<file path="config.mk">
export PLATFORM = sky130hd
export DESIGN_NAME = muldiv_unit_flat
export DESIGN_NICKNAME = d
export VERILOG_FILES = /design/src/rtl/muldiv_if.sv /design/src/rtl/muldiv_unit.sv /design/src/flat_wrapper.sv
export SDC_FILE = /design/constraint.sdc
export NUM_CORES = 1
export LEC_CHECK = 0
export ABC_CLOCK_PERIOD_IN_PS = 10900
export CAP_MARGIN = 20
export CORE_MARGIN = 2
export CORE_UTILIZATION = 55
export DETAILED_ROUTE_END_ITERATION = 12
export PLACE_DENSITY = 0.76
export SLEW_MARGIN = 20
export SYNTH_ARGS = -nofsm -noshare
export SYNTH_HDL_FRONTEND = slang
export SYNTH_SLANG_ARGS = --single-unit
export TNS_END_PERCENT = 20
</file>
<file path="constraint.sdc">
create_clock -name clk -period 10.9 [get_ports clk]
set_input_delay 1.09 -clock clk [delete_from_list [all_inputs] [get_ports clk]]
set_output_delay 1.09 -clock clk [all_outputs]
set_load 0.02 [all_outputs]
</file>
<file path="src/rtl/muldiv_if.sv">
// Request/result bundle between the pipeline control and the multiply/divide unit.
// The master side issues operations and reads HI/LO; the slave side is the unit.
interface muldiv_if #(
  parameter int WIDTH = 32
);
  logic             start;
  logic [5:0]       funct;
  logic [WIDTH-1:0] op1;
  logic [WIDTH-1:0] op2;
  logic             flush;
  logic             busy;
  logic             done;
  logic [WIDTH-1:0] hi;
  logic [WIDTH-1:0] lo;

  modport master (output start, funct, op1, op2, flush, input busy, done, hi, lo);
  modport slave  (input start, funct, op1, op2, flush, output busy, done, hi, lo);
endinterface

</file>
<file path="src/rtl/muldiv_unit.sv">
// Iterative MIPS multiply/divide unit owning the HI/LO pair: WIDTH-cycle
// shift-add multiply and restoring divide on magnitudes, single-cycle MTHI/MTLO.
module muldiv_unit #(
  parameter int WIDTH = 32
) (
  input  logic    clk,
  input  logic    rst_n,
  muldiv_if.slave bus
);
  localparam int CNT_W = $clog2(WIDTH + 1);

  localparam logic [5:0] F_MULT  = 6'h18;
  localparam logic [5:0] F_MULTU = 6'h19;
  localparam logic [5:0] F_DIV   = 6'h1A;
  localparam logic [5:0] F_DIVU  = 6'h1B;
  localparam logic [5:0] F_MTHI  = 6'h11;
  localparam logic [5:0] F_MTLO  = 6'h13;

  typedef enum logic {S_IDLE, S_RUN} state_t;

  state_t             r_state;
  state_t             w_next_state;
  logic [CNT_W-1:0]   r_cnt;
  logic               r_is_div;
  logic               r_neg_lo;
  logic               r_neg_hi;
  logic               r_div0;
  logic [WIDTH-1:0]   r_addend;
  logic [2*WIDTH-1:0] r_acc;
  logic [WIDTH-1:0]   r_hi;
  logic [WIDTH-1:0]   r_lo;
  logic               r_done;

  logic               w_is_mul_op;
  logic               w_is_div_op;
  logic               w_signed;
  logic               w_a_neg;
  logic               w_b_neg;
  logic [WIDTH-1:0]   w_mag_a;
  logic [WIDTH-1:0]   w_mag_b;
  logic               w_idle_start;
  logic               w_accept;
  logic               w_finish;
  logic [WIDTH:0]     w_sum;
  logic [WIDTH:0]     w_shifted;
  logic [WIDTH:0]     w_diff;
  logic [2*WIDTH-1:0] w_acc_next;
  logic [2*WIDTH-1:0] w_prod;
  logic [WIDTH-1:0]   w_quo;
  logic [WIDTH-1:0]   w_rem;

  assign w_is_mul_op  = (bus.funct == F_MULT) || (bus.funct == F_MULTU);
  assign w_is_div_op  = (bus.funct == F_DIV)  || (bus.funct == F_DIVU);
  assign w_signed     = (bus.funct == F_MULT) || (bus.funct == F_DIV);
  assign w_a_neg      = w_signed & bus.op1[WIDTH-1];
  assign w_b_neg      = w_signed & bus.op2[WIDTH-1];
  // The most-negative value maps to 2^(WIDTH-1), which still fits unsigned.
  assign w_mag_a      = w_a_neg ? -bus.op1 : bus.op1;
  assign w_mag_b      = w_b_neg ? -bus.op2 : bus.op2;
  assign w_idle_start = (r_state == S_IDLE) && bus.start && !bus.flush;

  // Multiply: r_acc = {partial product, remaining multiplier bits}.
  // Divide:   r_acc = {partial remainder, dividend bits shifting into quotient}.
  always_comb begin
    w_sum     = {1'b0, r_acc[2*WIDTH-1:WIDTH]} + (r_acc[0] ? {1'b0, r_addend} : '0);
    w_shifted = {r_acc[2*WIDTH-1:WIDTH], r_acc[WIDTH-1]};
    w_diff    = w_shifted - {1'b0, r_addend};
    if (!r_is_div)
      w_acc_next = {w_sum, r_acc[WIDTH-1:1]};
    else if (w_diff[WIDTH])
      w_acc_next = {w_shifted[WIDTH-1:0], r_acc[WIDTH-2:0], 1'b0};
    else
      w_acc_next = {w_diff[WIDTH-1:0], r_acc[WIDTH-2:0], 1'b1};
  end

  assign w_prod = r_neg_lo ? -w_acc_next : w_acc_next;
  assign w_quo  = w_acc_next[WIDTH-1:0];
  assign w_rem  = w_acc_next[2*WIDTH-1:WIDTH];

  // NOTE: every variable driven here gets a default first so no latch is inferred.
  always_comb begin
    w_next_state = r_state;
    w_accept     = 1'b0;
    w_finish     = 1'b0;
    case (r_state)
      S_IDLE: begin
        if (w_idle_start && (w_is_mul_op || w_is_div_op)) begin
          w_next_state = S_RUN;
          w_accept     = 1'b1;
        end
      end
      S_RUN: begin
        if (bus.flush) begin
          w_next_state = S_IDLE;
        end else if (r_cnt == CNT_W'(WIDTH - 1)) begin
          w_next_state = S_IDLE;
          w_finish     = 1'b1;
        end
      end
      default: w_next_state = S_IDLE;
    endcase
  end

  always_ff @(posedge clk or negedge rst_n) begin
    if (!rst_n) r_state <= S_IDLE;
    else        r_state <= w_next_state;
  end

  // NOTE: datapath registers are reset too, so an aborted operation leaves nothing behind.
  always_ff @(posedge clk or negedge rst_n) begin
    if (!rst_n) begin
      r_cnt    <= '0;
      r_is_div <= 1'b0;
      r_neg_lo <= 1'b0;
      r_neg_hi <= 1'b0;
      r_div0   <= 1'b0;
      r_addend <= '0;
      r_acc    <= '0;
      r_hi     <= '0;
      r_lo     <= '0;
      r_done   <= 1'b0;
    end else begin
      r_done <= w_finish;

      if (w_accept) begin
        r_cnt    <= '0;
        r_is_div <= w_is_div_op;
        r_neg_lo <= w_a_neg ^ w_b_neg;
        r_neg_hi <= w_a_neg;
        r_div0   <= w_is_div_op && (bus.op2 == '0);
        r_addend <= w_is_div_op ? w_mag_b : w_mag_a;
        r_acc    <= {{WIDTH{1'b0}}, (w_is_div_op ? w_mag_a : w_mag_b)};
      end else if (r_state == S_RUN) begin
        r_cnt <= r_cnt + CNT_W'(1);
        r_acc <= w_acc_next;
      end

      // Divide-by-zero keeps the natural remainder (the raw dividend) but forces LO to all ones.
      if (w_finish) begin
        if (r_is_div) begin
          r_hi <= r_neg_hi ? -w_rem : w_rem;
          r_lo <= r_div0 ? '1 : (r_neg_lo ? -w_quo : w_quo);
        end else begin
          {r_hi, r_lo} <= w_prod;
        end
      end else if (w_idle_start && (bus.funct == F_MTHI)) begin
        r_hi <= bus.op1;
      end else if (w_idle_start && (bus.funct == F_MTLO)) begin
        r_lo <= bus.op1;
      end
    end
  end

  assign bus.busy = (r_state == S_RUN);
  assign bus.done = r_done;
  assign bus.hi   = r_hi;
  assign bus.lo   = r_lo;
endmodule

</file>
<file path="src/flat_wrapper.sv">
// flat-port wrapper written by rule: the top's interface ports become plain ports
module muldiv_unit_flat 
#(
  parameter int WIDTH = 32
)
  (clk, rst_n, bus_start, bus_funct, bus_op1, bus_op2, bus_flush, bus_busy, bus_done, bus_hi, bus_lo);
  muldiv_if #(.WIDTH(WIDTH)) bus_i ();
  input  logic clk;
  input  logic rst_n;
  input wire logic [$bits(bus_i.start)-1:0] bus_start;
  input wire logic [$bits(bus_i.funct)-1:0] bus_funct;
  input wire logic [$bits(bus_i.op1)-1:0] bus_op1;
  input wire logic [$bits(bus_i.op2)-1:0] bus_op2;
  input wire logic [$bits(bus_i.flush)-1:0] bus_flush;
  output wire logic [$bits(bus_i.busy)-1:0] bus_busy;
  output wire logic [$bits(bus_i.done)-1:0] bus_done;
  output wire logic [$bits(bus_i.hi)-1:0] bus_hi;
  output wire logic [$bits(bus_i.lo)-1:0] bus_lo;
  assign bus_i.start = bus_start;
  assign bus_i.funct = bus_funct;
  assign bus_i.op1 = bus_op1;
  assign bus_i.op2 = bus_op2;
  assign bus_i.flush = bus_flush;
  assign bus_busy = bus_i.busy;
  assign bus_done = bus_i.done;
  assign bus_hi = bus_i.hi;
  assign bus_lo = bus_i.lo;
  muldiv_unit #(.WIDTH(WIDTH)) u_core (.clk(clk), .rst_n(rst_n), .bus(bus_i));
endmodule
</file>
==> results of run 1 <==
[how the worst max path moves through the flow]
stage | cells after the start | slack, ns | to | start
2_1_floorplan | 19 | 6.20 | u_core.bus.hi[18] | u_core.r_acc[31]
3_3_place_gp | 22 | 4.92 | u_core.bus.hi[16] | u_core.r_acc[31]
3_5_place_dp | 22 | 4.71 | u_core.bus.hi[16] | u_core.r_acc[31]
4_1_cts | 22 | 4.66 | u_core.bus.hi[16] | u_core.r_acc[31]
5_1_grt | 22 | 4.17 | u_core.bus.hi[16] | u_core.r_acc[31]
6_report | 22 | 4.44 | u_core.bus.hi[16] | u_core.r_acc[31]
[metrics by stage]
stage	worst slack [ns]	power, W	std cells	hold slack (ns)	utilization
2_1_floorplan	6.20	0.00345	2174	0.450	-
3_3_place_gp	4.92	0.00454	2598	0.487	0.609
3_5_place_dp	4.71	0.00458	2598	0.498	0.609
4_1_cts	4.66	0.00522	2630	0.514	0.629
5_1_grt	4.17	0.00568	2630	0.547	0.629
6_report	4.44	0.00535	2630	0.515	0.629
[registers in the layout, summed over array words and instances, names as in the netlist]
| register | count |
|---|---|
| u_core.r_addend | 32 |
| u_core.bus.done | 1 |
| u_core.r_acc | 64 |
| u_core.r_neg_lo | 1 |
| u_core.r_is_div | 1 |
| u_core.bus.hi | 32 |
| u_core.bus.busy | 1 |
| u_core.r_neg_hi | 1 |
| u_core.r_div0 | 1 |
| u_core.r_cnt | 6 |
| u_core.bus.lo | 32 |
[area by class of cell]
cell class | instances | area [um^2] | area share
inverter | 67 | 251 | 0.0136
sequential | 172 | 4310 | 0.233
timing repair buffer | 167 | 1600 | 0.0866
multi-input combinational | 1802 | 11300 | 0.609
clock buffer | 19 | 443 | 0.0240
clock inverter | 13 | 138 | 0.00745
tap | 390 | 488 | 0.0264
[synthesized netlist by cell type, types with 5 or more instances]
master | number | area share
a2111oi_0 | 5 | 0.0027
a211oi_1 | 32 | 0.015
a21o_1 | 22 | 0.010
a21oi_1 | 155 | 0.048
a221oi_1 | 12 | 0.0064
a22oi_1 | 11 | 0.0051
a311oi_1 | 8 | 0.0043
a31oi_1 | 26 | 0.010
a32oi_1 | 33 | 0.018
a41oi_1 | 5 | 0.0027
and2_1 | 42 | 0.016
and3_1 | 9 | 0.0035
buf_1 | 18 | 0.0041
buf_2 | 16 | 0.0049
clkbuf_1 | 98 | 0.023
dfrtp_1 | 172 | 0.26
ha_1 | 69 | 0.053
inv_1 | 65 | 0.015
mux2_2 | 12 | 0.0083
mux2i_1 | 49 | 0.030
nand2_1 | 345 | 0.079
nand2b_1 | 11 | 0.0042
nand3_1 | 40 | 0.012
nand4_1 | 20 | 0.0077
nor2_1 | 156 | 0.036
nor2b_1 | 26 | 0.010
nor3_1 | 73 | 0.022
nor4_1 | 18 | 0.0069
nor4b_1 | 5 | 0.0027
o2111ai_1 | 5 | 0.0027
o211ai_1 | 34 | 0.016
o21a_1 | 14 | 0.0064
o21ai_0 | 198 | 0.061
o21ai_1 | 23 | 0.0071
o21bai_1 | 8 | 0.0037
o221ai_1 | 6 | 0.0032
o22ai_1 | 16 | 0.0061
o31ai_1 | 22 | 0.010
o41ai_1 | 11 | 0.0059
or2_2 | 8 | 0.0031
or3_1 | 16 | 0.0061
or4_1 | 11 | 0.0051
xnor2_1 | 92 | 0.049
xor2_1 | 71 | 0.038
[worst max-delay path, stage by stage (launching register included)]
cell and delay [ns]:
dfrtp_1 0.45, inv_1 0.07, ha_1 0.23, fa_1 0.39, nand2b_1 0.20, a21oi_2 0.30
o21bai_1 0.30, a211oi_4 0.49, o21a_1 0.49, buf_4 0.31, nor2_1 0.09, nand2_1 0.26
a21boi_0 0.45, ha_1 0.30, nand4_1 0.19, inv_1 0.22, nand3_1 0.24, o21ai_0 0.28
nor2_1 0.20, o31ai_1 0.43, a21oi_1 0.14, xnor2_1 0.17, a21oi_1 0.08
[metal layers]
metal  wire length, um  share of wire  vias up
met4              2960          0.047        2
li1                  -              -     8023
met3              6800           0.11      199
met1             26900           0.43     8535
met5                13        0.00021        -
met2             26300           0.42     1168
[cells by family (layout without fill, tap and decap cells)]
group	count (synthesis)	after routing	synth area share
buffers and inverters	200	266	0.0477
AOI/OAI and AO/OA	696	696	0.275
muxes	61	61	0.0383
and+or+nand+nor	811	811	0.232
adders and majority gates	71	71	0.0554
DFF	172	172	0.264
xor gates and xnor gates	163	163	0.0875
[where the power goes]
group          switching (W)  leakage, nW  total (W)  internal, W
Combinational        0.00235         5.05    0.00364      0.00129
Clock               0.000298        0.275   0.000625     0.000327
Sequential          0.000267         2.11    0.00109     0.000819
Total                0.00291         7.44    0.00535      0.00244
==> impl_metrics.py, run 1 <==
metrics = {
    "global_routing": {
        "grt.busiest_layer": "met2",
        "grt_usage": 0.405,
        "grtUsageMet3": 0.0825,
        "globalRouteMet1Util": 0.582,
        "grt_overflow_total": 0,
        "grt_pass1_vias": 16300,
        "grt_pass1_wl_um": 97000,
        "antenna_found_initial": 1,
        "grt_max_degree": 108,
        "use_met2": 0.586,
    },
    "route": {
        "drt_wl_total_um": 63000,
        "vias_per_cell": 6.82,
        "drc_errors": 0,
        "detail-route-antenna-nets": 0,
        "wl_per_cell_um": 23.9,
        "drtPass1Iterations": 6,
        "vias": 17900,
        "drt_first_iter_violations": 2388,
    },
    "sta": {
        "worst_slew_pin_slew_ns": 1.00,
        "grt_setup_unrepaired": "false",
        "skew_ns": 0.0142,
        "timing.setup.tns_ns": 0,
        "relSlewSlack": 0.330,
        "hold_violations": 0,
        "fmax_ghz": 0.155,
        "min_period_ns": 6.46,
        "setup_viol": 0,
        "slew_viol_final": 0,
        "fin_crit_sh": 0.592,
    },
    "yosys": {
        "syn_area_mm2": 0.0163,
        "ys_async_sr_fraction": 1.00,
        "syn-instance-count": 2174,
        "yosys_warnings": 0,
        "synth_edf_count": 0,
        "ys_ff_latch": 172,
        "synth_area_per_cell_um2": 7.50,
        "synth.distinct_cells": 94,
        "ys_seq_area_frac": 0.264,
        "ys.flop_type": "dfrtp_1",
        "synth.net_count": 2319,
    },
    "final_layout": {
        "finalNetCount": 2372,
        "fin_area_mm2": 0.0185,
        "syn_to_final_growth_pct": 13.3,
        "final_common_cell": "nand2_1",
        "num_antenna_cells": 0,
        "final_cell_mix": "nand2_1 (344), o21ai_0 (198), dfrtp_1 (169)",
        "fillCellCount": 2667,
        "layout-drive-gt1-share": 0.0491,
    },
    "power_and_ir_drop": {
        "max-vdd-ir-drop_v": 0.000142,
        "leakage_nw": 7.44,
        "powerDensity_mw_per_mm2": 289,
    },
    "clock_network": {
        "clockBufferDepth": 2,
        "cts_root_buf": "clkbuf_16",
        "cts-hold-fix-buffers": 0,
        "cts.clk_slew.worst_paths_ns": 0.07,
        "clk_latency_ns": 0.45,
        "cts_resized": 0,
        "post_cts.repair.setup_buffers": 0,
        "htree_levels": 4,
        "cts.sinks": 172,
        "cts_buffers": 17,
        "cts_tree": "done",
    },
    "critical_path": {
        "endpoint_kind": "flip-flop",
        "worst_r2r_path_depth": 22,
        "path_class": "flip-flop to flip-flop",
        "reg2reg_to": "u_core.bus.hi[16]",
        "rrSetupSlack_ns": 4.44,
        "path_max_fanout": 14,
        "r2r-start": "u_core.r_acc[31]",
        "cp-start-kind": "flip-flop",
        "worstPathRequired_ns": 11.21,
        "arrival_ns": 6.77,
    },
    "run_status": {
        "status": "finished clean",
    },
    "hold_path": {
        "hp-class": "flip-flop to flip-flop",
        "min_to": "u_core.r_addend[8]",
        "hold_path_startpoint": "u_core.r_addend[8]",
        "holdPathStages": 2,
    },
    "die": {
        "fp-row-count": 63,
        "core_area_mm2": 0.0294,
        "start_util": 0.555,
        "die_w_um": 176,
        "io_pins": 140,
        "die_area_mm2": 0.0311,
        "dieHeight_um": 176,
    },
    "job": {
        "max_cap_violations": 0,
    },
    "place": {
        "port_buffers": 139,
        "dpl_cell_area_mm2": 0.0179,
        "hpwlAfterDp_um": 46600,
        "gp_congestion": 1.01,
    },
}
(Power assumes the default switching activity.)
==> run 2: changes to the inputs <==
Settings changed: ABC_CLOCK_PERIOD_IN_PS 10900 to 5400, CORE_UTILIZATION 55 to 54, PLACE_DENSITY 0.76 to 0.78.
Clock period 10.9 ns to 5.4 ns, I/O delays scaled along.
==> run 2 against run 1 <==
Total power grew 110%; register-to-register slack lost 4.2 ns; sequential share of layout area shrank 0.68 points; critical endpoint is now u_core.bus.hi[30]; largest cell class unchanged.
==> impl_metrics.py, run 2 (synthesis gave the netlist of run 1 again) <==
metrics = {
    "run_status": {
        "status": "finished clean",
    },
    "power_and_ir_drop": {
        "p_sw_w": 0.00606,
        "totalPowerFinal_w": 0.0114,
        "swShare": 0.530,
        "max-vdd-ir-drop_v": 0.000306,
        "powerDensity_mw_per_mm2": 601,
        "leakage_nw": 7.76,
        "internal-power_w": 0.00538,
        "power_frac_seq": 0.185,
        "clkPwrFrac": 0.122,
        "combPwrFrac": 0.693,
    },
    "sta": {
        "relSlewSlack": 0.246,
        "skew_ns": 0.0193,
        "grt_setup_unrepaired": "true",
        "worst_slew_pin_slew_ns": 1.13,
        "fmax_ghz": 0.193,
        "min_period_ns": 5.19,
        "fin_crit_sh": 0.962,
        "timing.setup.tns_ns": 0,
        "setup_viol": 0,
        "slew_viol_final": 0,
        "hold_violations": 0,
    },
    "route": {
        "drtPass1Iterations": 6,
        "detail-route-antenna-nets": 0,
        "drc_errors": 0,
        "drt_wl_total_um": 64800,
        "drt_first_iter_violations": 2584,
        "vias": 18200,
        "wl_per_cell_um": 24.1,
        "vias_per_cell": 6.78,
    },
    "clock_network": {
        "cts_root_buf": "clkbuf_16",
        "cts.sinks": 172,
        "cts-hold-fix-buffers": 0,
        "cts_tree": "done",
        "clk_latency_ns": 0.46,
        "cts.clk_slew.worst_paths_ns": 0.07,
        "cts_buffers": 17,
        "clockBufferDepth": 2,
        "htree_levels": 4,
    },
    "die": {
        "dieHeight_um": 178,
        "die_area_mm2": 0.0316,
        "core_area_mm2": 0.0297,
        "fp-row-count": 63,
        "die_w_um": 178,
        "io_pins": 140,
        "start_util": 0.549,
    },
    "final_layout": {
        "final_common_cell": "nand2_1",
        "num_antenna_cells": 0,
        "multi_input_area_mm2": 0.0113,
        "final_cell_mix": "nand2_1 (344), o21ai_0 (198), dfrtp_1 (170)",
        "layout-drive-gt1-share": 0.0739,
        "syn_to_final_growth_pct": 16.7,
        "register_area_mm2": 0.00431,
        "fillCellCount": 2644,
        "finalNetCount": 2431,
        "largest_reg_flops": 64,
        "top_register": "u_core.r_acc",
    },
    "global_routing": {
        "grtUsageMet3": 0.0801,
        "grt_overflow_total": 0,
        "use_met2": 0.601,
        "grt_pass1_wl_um": 98500,
        "grt.busiest_layer": "met2",
        "antenna_found_initial": 2,
        "globalRouteMet1Util": 0.577,
        "grt_pass1_vias": 16800,
        "grt_usage": 0.408,
        "grt_max_degree": 109,
    },
    "critical_path": {
        "cp-start-kind": "flip-flop",
        "arrival_ns": 5.52,
        "worstPathRequired_ns": 5.72,
        "path_max_fanout": 31,
        "path_class": "flip-flop to flip-flop",
        "endpoint_kind": "flip-flop",
    },
    "place": {
        "port_buffers": 139,
        "gp_congestion": 0.979,
        "hpwlAfterDp_um": 48500,
    },
    "job": {
        "max_cap_violations": 0,
    },
    "hold_path": {
        "hp-class": "input port to async pin",
    },
}
-- run 2: final cells by class --
class,instances,area share
Clock buffer,20,0.0240
Clock inverter,12,0.00973
Inverter,67,0.0132
Multi-Input combinational cell,1802,0.592
Sequential cell,172,0.226
Tap cell,390,0.0256
Timing Repair Buffer,226,0.109
-- run 2: critical path: stages (launching register included) --
cell and delay [ns]:
dfrtp_1 0.43, buf_6 0.32, and2_1 0.19, ha_1 0.32, a21oi_1 0.29, o211ai_1 0.24, a2111oi_1 0.43, buf_4 0.21
a21oi_1 0.10, a2111o_1 0.44, o21ai_1 0.18, o21ai_1 0.16, xnor2_1 0.21, o22ai_1 0.18, or4_1 0.62, o31a_1 0.33
a311oi_1 0.33, nor2_1 0.07
-- run 2: worst paths after layout --
path,start,to,depth (start not counted),slack (ns)
worst max-delay path,u_core.r_acc[0],u_core.bus.hi[30],17,0.21
worst max register to register,u_core.r_acc[0],u_core.bus.hi[30],17,0.21
worst min-delay path,rst_n,u_core.bus.lo[26],1,0.24
worst min register to register,u_core.r_addend[28],u_core.r_addend[28],2,0.51
min in group clk,u_core.r_addend[28],u_core.r_addend[28],2,0.51
max in group asynchronous,rst_n,u_core.r_is_div,2,4.19
-- run 2: repair_timing --
item / 4_1_cts / 5_1_grt
endpoints found under the setup margin: 0 / 12
setup buffers: 0 / 0
gates resized for setup: 0 / 4
-- run 2: power by group through the flow --
stage                     clock [W]  sequential, W  combinational (W)
final                       0.00139        0.00212            0.00792
after global routing        0.00145        0.00215            0.00845
after CTS                   0.00139        0.00209            0.00766
after detailed placement          0        0.00211            0.00759
after global placement            0        0.00209            0.00748
after floorplan                   0        0.00205            0.00491
-- run 2: metrics by stage --
step / utilization / hold WS [ns] / cells / setup slack, ns / cell area [um^2]
floorplan: - / 0.244 / 2174 / 0.695 / 16300
global placement: 0.618 / 0.484 / 2657 / 0.329 / 18400
detailed placement: 0.618 / 0.492 / 2657 / 0.187 / 18400
CTS: 0.640 / 0.321 / 2689 / 0.0869 / 19000
global route: 0.641 / 0.312 / 2689 / -0.000552 / 19000
finish: 0.641 / 0.239 / 2689 / 0.207 / 19000
-- run 2: per-layer routing --
metal	up-vias	wire [um]
li1	8144	-
met1	8657	27000
met2	1226	27700
met3	197	7110
met4	0	3020
met5	-	0
==> run 3: changes to the inputs <==
Settings changed: CORE_UTILIZATION 54 to 55, DONT_BUFFER_PORTS set to 1, PLACE_DENSITY 0.78 to 0.73.
==> run 3 against run 2 <==
The run now ends with negative hold slack left; via count shrank 4.6%; largest power group unchanged; design area shrank 7.5%; critical endpoint is now u_core.bus.hi[23]; highest routed layer is now met5; clock power shrank 6%; final cell count shrank 5.2%; critical path type unchanged.
==> impl_metrics.py, run 3 (synthesis gave the netlist of run 1 again) <==
metrics = {
    "run_status": {
        "status": "complete, but fails checks",
        "violations": "negative hold slack",
    },
    "sta": {
        "timing.setup.tns_ns": 0,
        "skew_ns": 0.0174,
        "grt_setup_unrepaired": "false",
        "hold_violations": 4,
        "fmax_ghz": 0.193,
        "setup_viol": 0,
        "relSlewSlack": 0.209,
        "fin_crit_sh": 0.959,
        "worst_slew_pin_slew_ns": 1.19,
        "min_period_ns": 5.18,
        "timing.hold.ws_ns": -0.0301,
        "slew_viol_final": 0,
    },
    "global_routing": {
        "use_met2": 0.590,
        "antenna_found_initial": 1,
        "grt.busiest_layer": "met2",
        "grt_usage": 0.402,
        "grt_pass1_wl_um": 95200,
        "grtUsageMet3": 0.102,
        "grt_overflow_total": 0,
        "grt_pass1_vias": 15900,
        "globalRouteMet1Util": 0.562,
        "grt_max_degree": 173,
    },
    "clock_network": {
        "cts_buffers": 17,
        "htree_levels": 4,
        "cts.clk_slew.worst_paths_ns": 0.08,
        "cts_root_buf": "clkbuf_16",
        "cts_tree": "done",
        "post_cts.repair.setup_buffers": 0,
        "clk_latency_ns": 0.46,
        "clockBufferDepth": 2,
        "cts.sinks": 172,
    },
    "die": {
        "die_area_mm2": 0.0311,
        "start_util": 0.555,
        "io_pins": 140,
        "fp-row-count": 63,
        "die_w_um": 176,
        "dieHeight_um": 176,
        "core_area_mm2": 0.0294,
    },
    "final_layout": {
        "final_common_cell": "nand2_1",
        "finalNetCount": 2291,
        "largest_reg_flops": 64,
        "layout-drive-gt1-share": 0.0783,
        "post-route-util": 0.599,
        "num_antenna_cells": 0,
        "finalNonFillerCells": 2549,
        "final_cell_mix": "nand2_1 (344), o21ai_0 (198), dfrtp_1 (170)",
        "top_register": "u_core.r_acc",
        "syn_to_final_growth_pct": 7.96,
    },
    "route": {
        "vias": 17400,
        "vias_per_cell": 6.82,
        "detail-route-antenna-nets": 0,
        "drc_errors": 0,
        "drtPass1Iterations": 6,
        "drt_wl_total_um": 63200,
        "wl_per_cell_um": 24.8,
        "drt_first_iter_violations": 2483,
    },
    "power_and_ir_drop": {
        "max-vdd-ir-drop_v": 0.000339,
        "leakage_nw": 7.21,
        "powerDensity_mw_per_mm2": 631,
    },
    "critical_path": {
        "cp-start-kind": "flip-flop",
        "rrSetupSlack_ns": 0.22,
        "worst_r2r_path_depth": 17,
        "reg2reg_to": "u_core.bus.hi[23]",
        "r2r-start": "u_core.r_acc[0]",
        "endpoint_kind": "flip-flop",
        "path_class": "flip-flop to flip-flop",
        "path_max_fanout": 9,
        "arrival_ns": 5.47,
        "worstPathRequired_ns": 5.69,
    },
    "place": {
        "hpwlAfterDp_um": 46700,
        "gp_congestion": 1.04,
        "dp_cells": 2515,
        "port_buffers": 0,
    },
    "hold_path": {
        "hp-class": "input port to async pin",
    },
    "job": {
        "max_cap_violations": 0,
    },
}
## run 3: power breakdown
| group | internal [W] | switching (W) |
|---|---|---|
| logic | 0.00278 | 0.00479 |
| registers | 0.00165 | 0.000578 |
| clock network | 0.000711 | 0.000599 |
## run 3: metal layers
layer / wire length (um) / share of wire / vias up
met5: 13 / 0.00021 / -
met4: 2710 / 0.043 / 2
met3: 7140 / 0.11 / 154
met2: 26700 / 0.42 / 1069
met1: 26600 / 0.42 / 8318
li1: - / - / 7849
## run 3: cell type report
class                      instances  area [um^2]
tap                              390          488
clock inverter                    12          136
fill                            2700        11800
sequential                       172         4310
inverter                          67          251
timing repair buffer              85          678
clock buffer                      20          457
multi-input combinational       1803        11300
## run 3: timing repair
action,CTS,global route
hold buffers,1,0
hold endpoints to repair,172,0
setup endpoints to repair,0,12
gates resized for setup,0,8
## run 3: how the worst max path moves through the flow
| stage | start | endpoint | slack, ns | cells after the start |
|---|---|---|---|---|
| 3_5_place_dp | u_core.r_acc[36] | u_core.bus.hi[15] | 0.16 | 15 |
| 3_3_place_gp | u_core.r_acc[36] | u_core.bus.hi[20] | 0.28 | 16 |
| 5_1_grt | u_core.r_acc[0] | u_core.bus.hi[23] | 0.05 | 17 |
| 6_report | u_core.r_acc[0] | u_core.bus.hi[23] | 0.22 | 17 |
| 2_1_floorplan | u_core.r_acc[31] | u_core.bus.hi[18] | 0.70 | 19 |
| 4_1_cts | u_core.r_acc[36] | u_core.bus.hi[15] | 0.12 | 15 |
## run 3: critical path, stage by stage, from the launching register on
cell and delay, ns:
dfrtp_1 0.52, and2_1 0.22, ha_1 0.23, fa_1 0.44, a21o_1 0.21, a221oi_1 0.28
buf_4 0.20, o2bb2ai_1 0.21, a21o_1 0.26, xor2_1 0.14, or3_1 0.41, or2_2 0.32
a211oi_1 0.54, nand2_1 0.27, nor4_1 0.33, o22ai_1 0.15, xnor2_1 0.19, a21oi_1 0.09
## run 3: per-stage QoR
| stage | setup WS, ns | power [W] | cell area, um^2 |
|---|---|---|---|
| 2_1_floorplan | 0.695 | 0.00697 | 16300 |
| 3_3_place_gp | 0.276 | 0.00935 | 16900 |
| 3_5_place_dp | 0.158 | 0.00942 | 16900 |
| 4_1_cts | 0.120 | 0.0108 | 17600 |
| 5_1_grt | 0.0460 | 0.0118 | 17600 |
| 6_report | 0.219 | 0.0111 | 17600 |
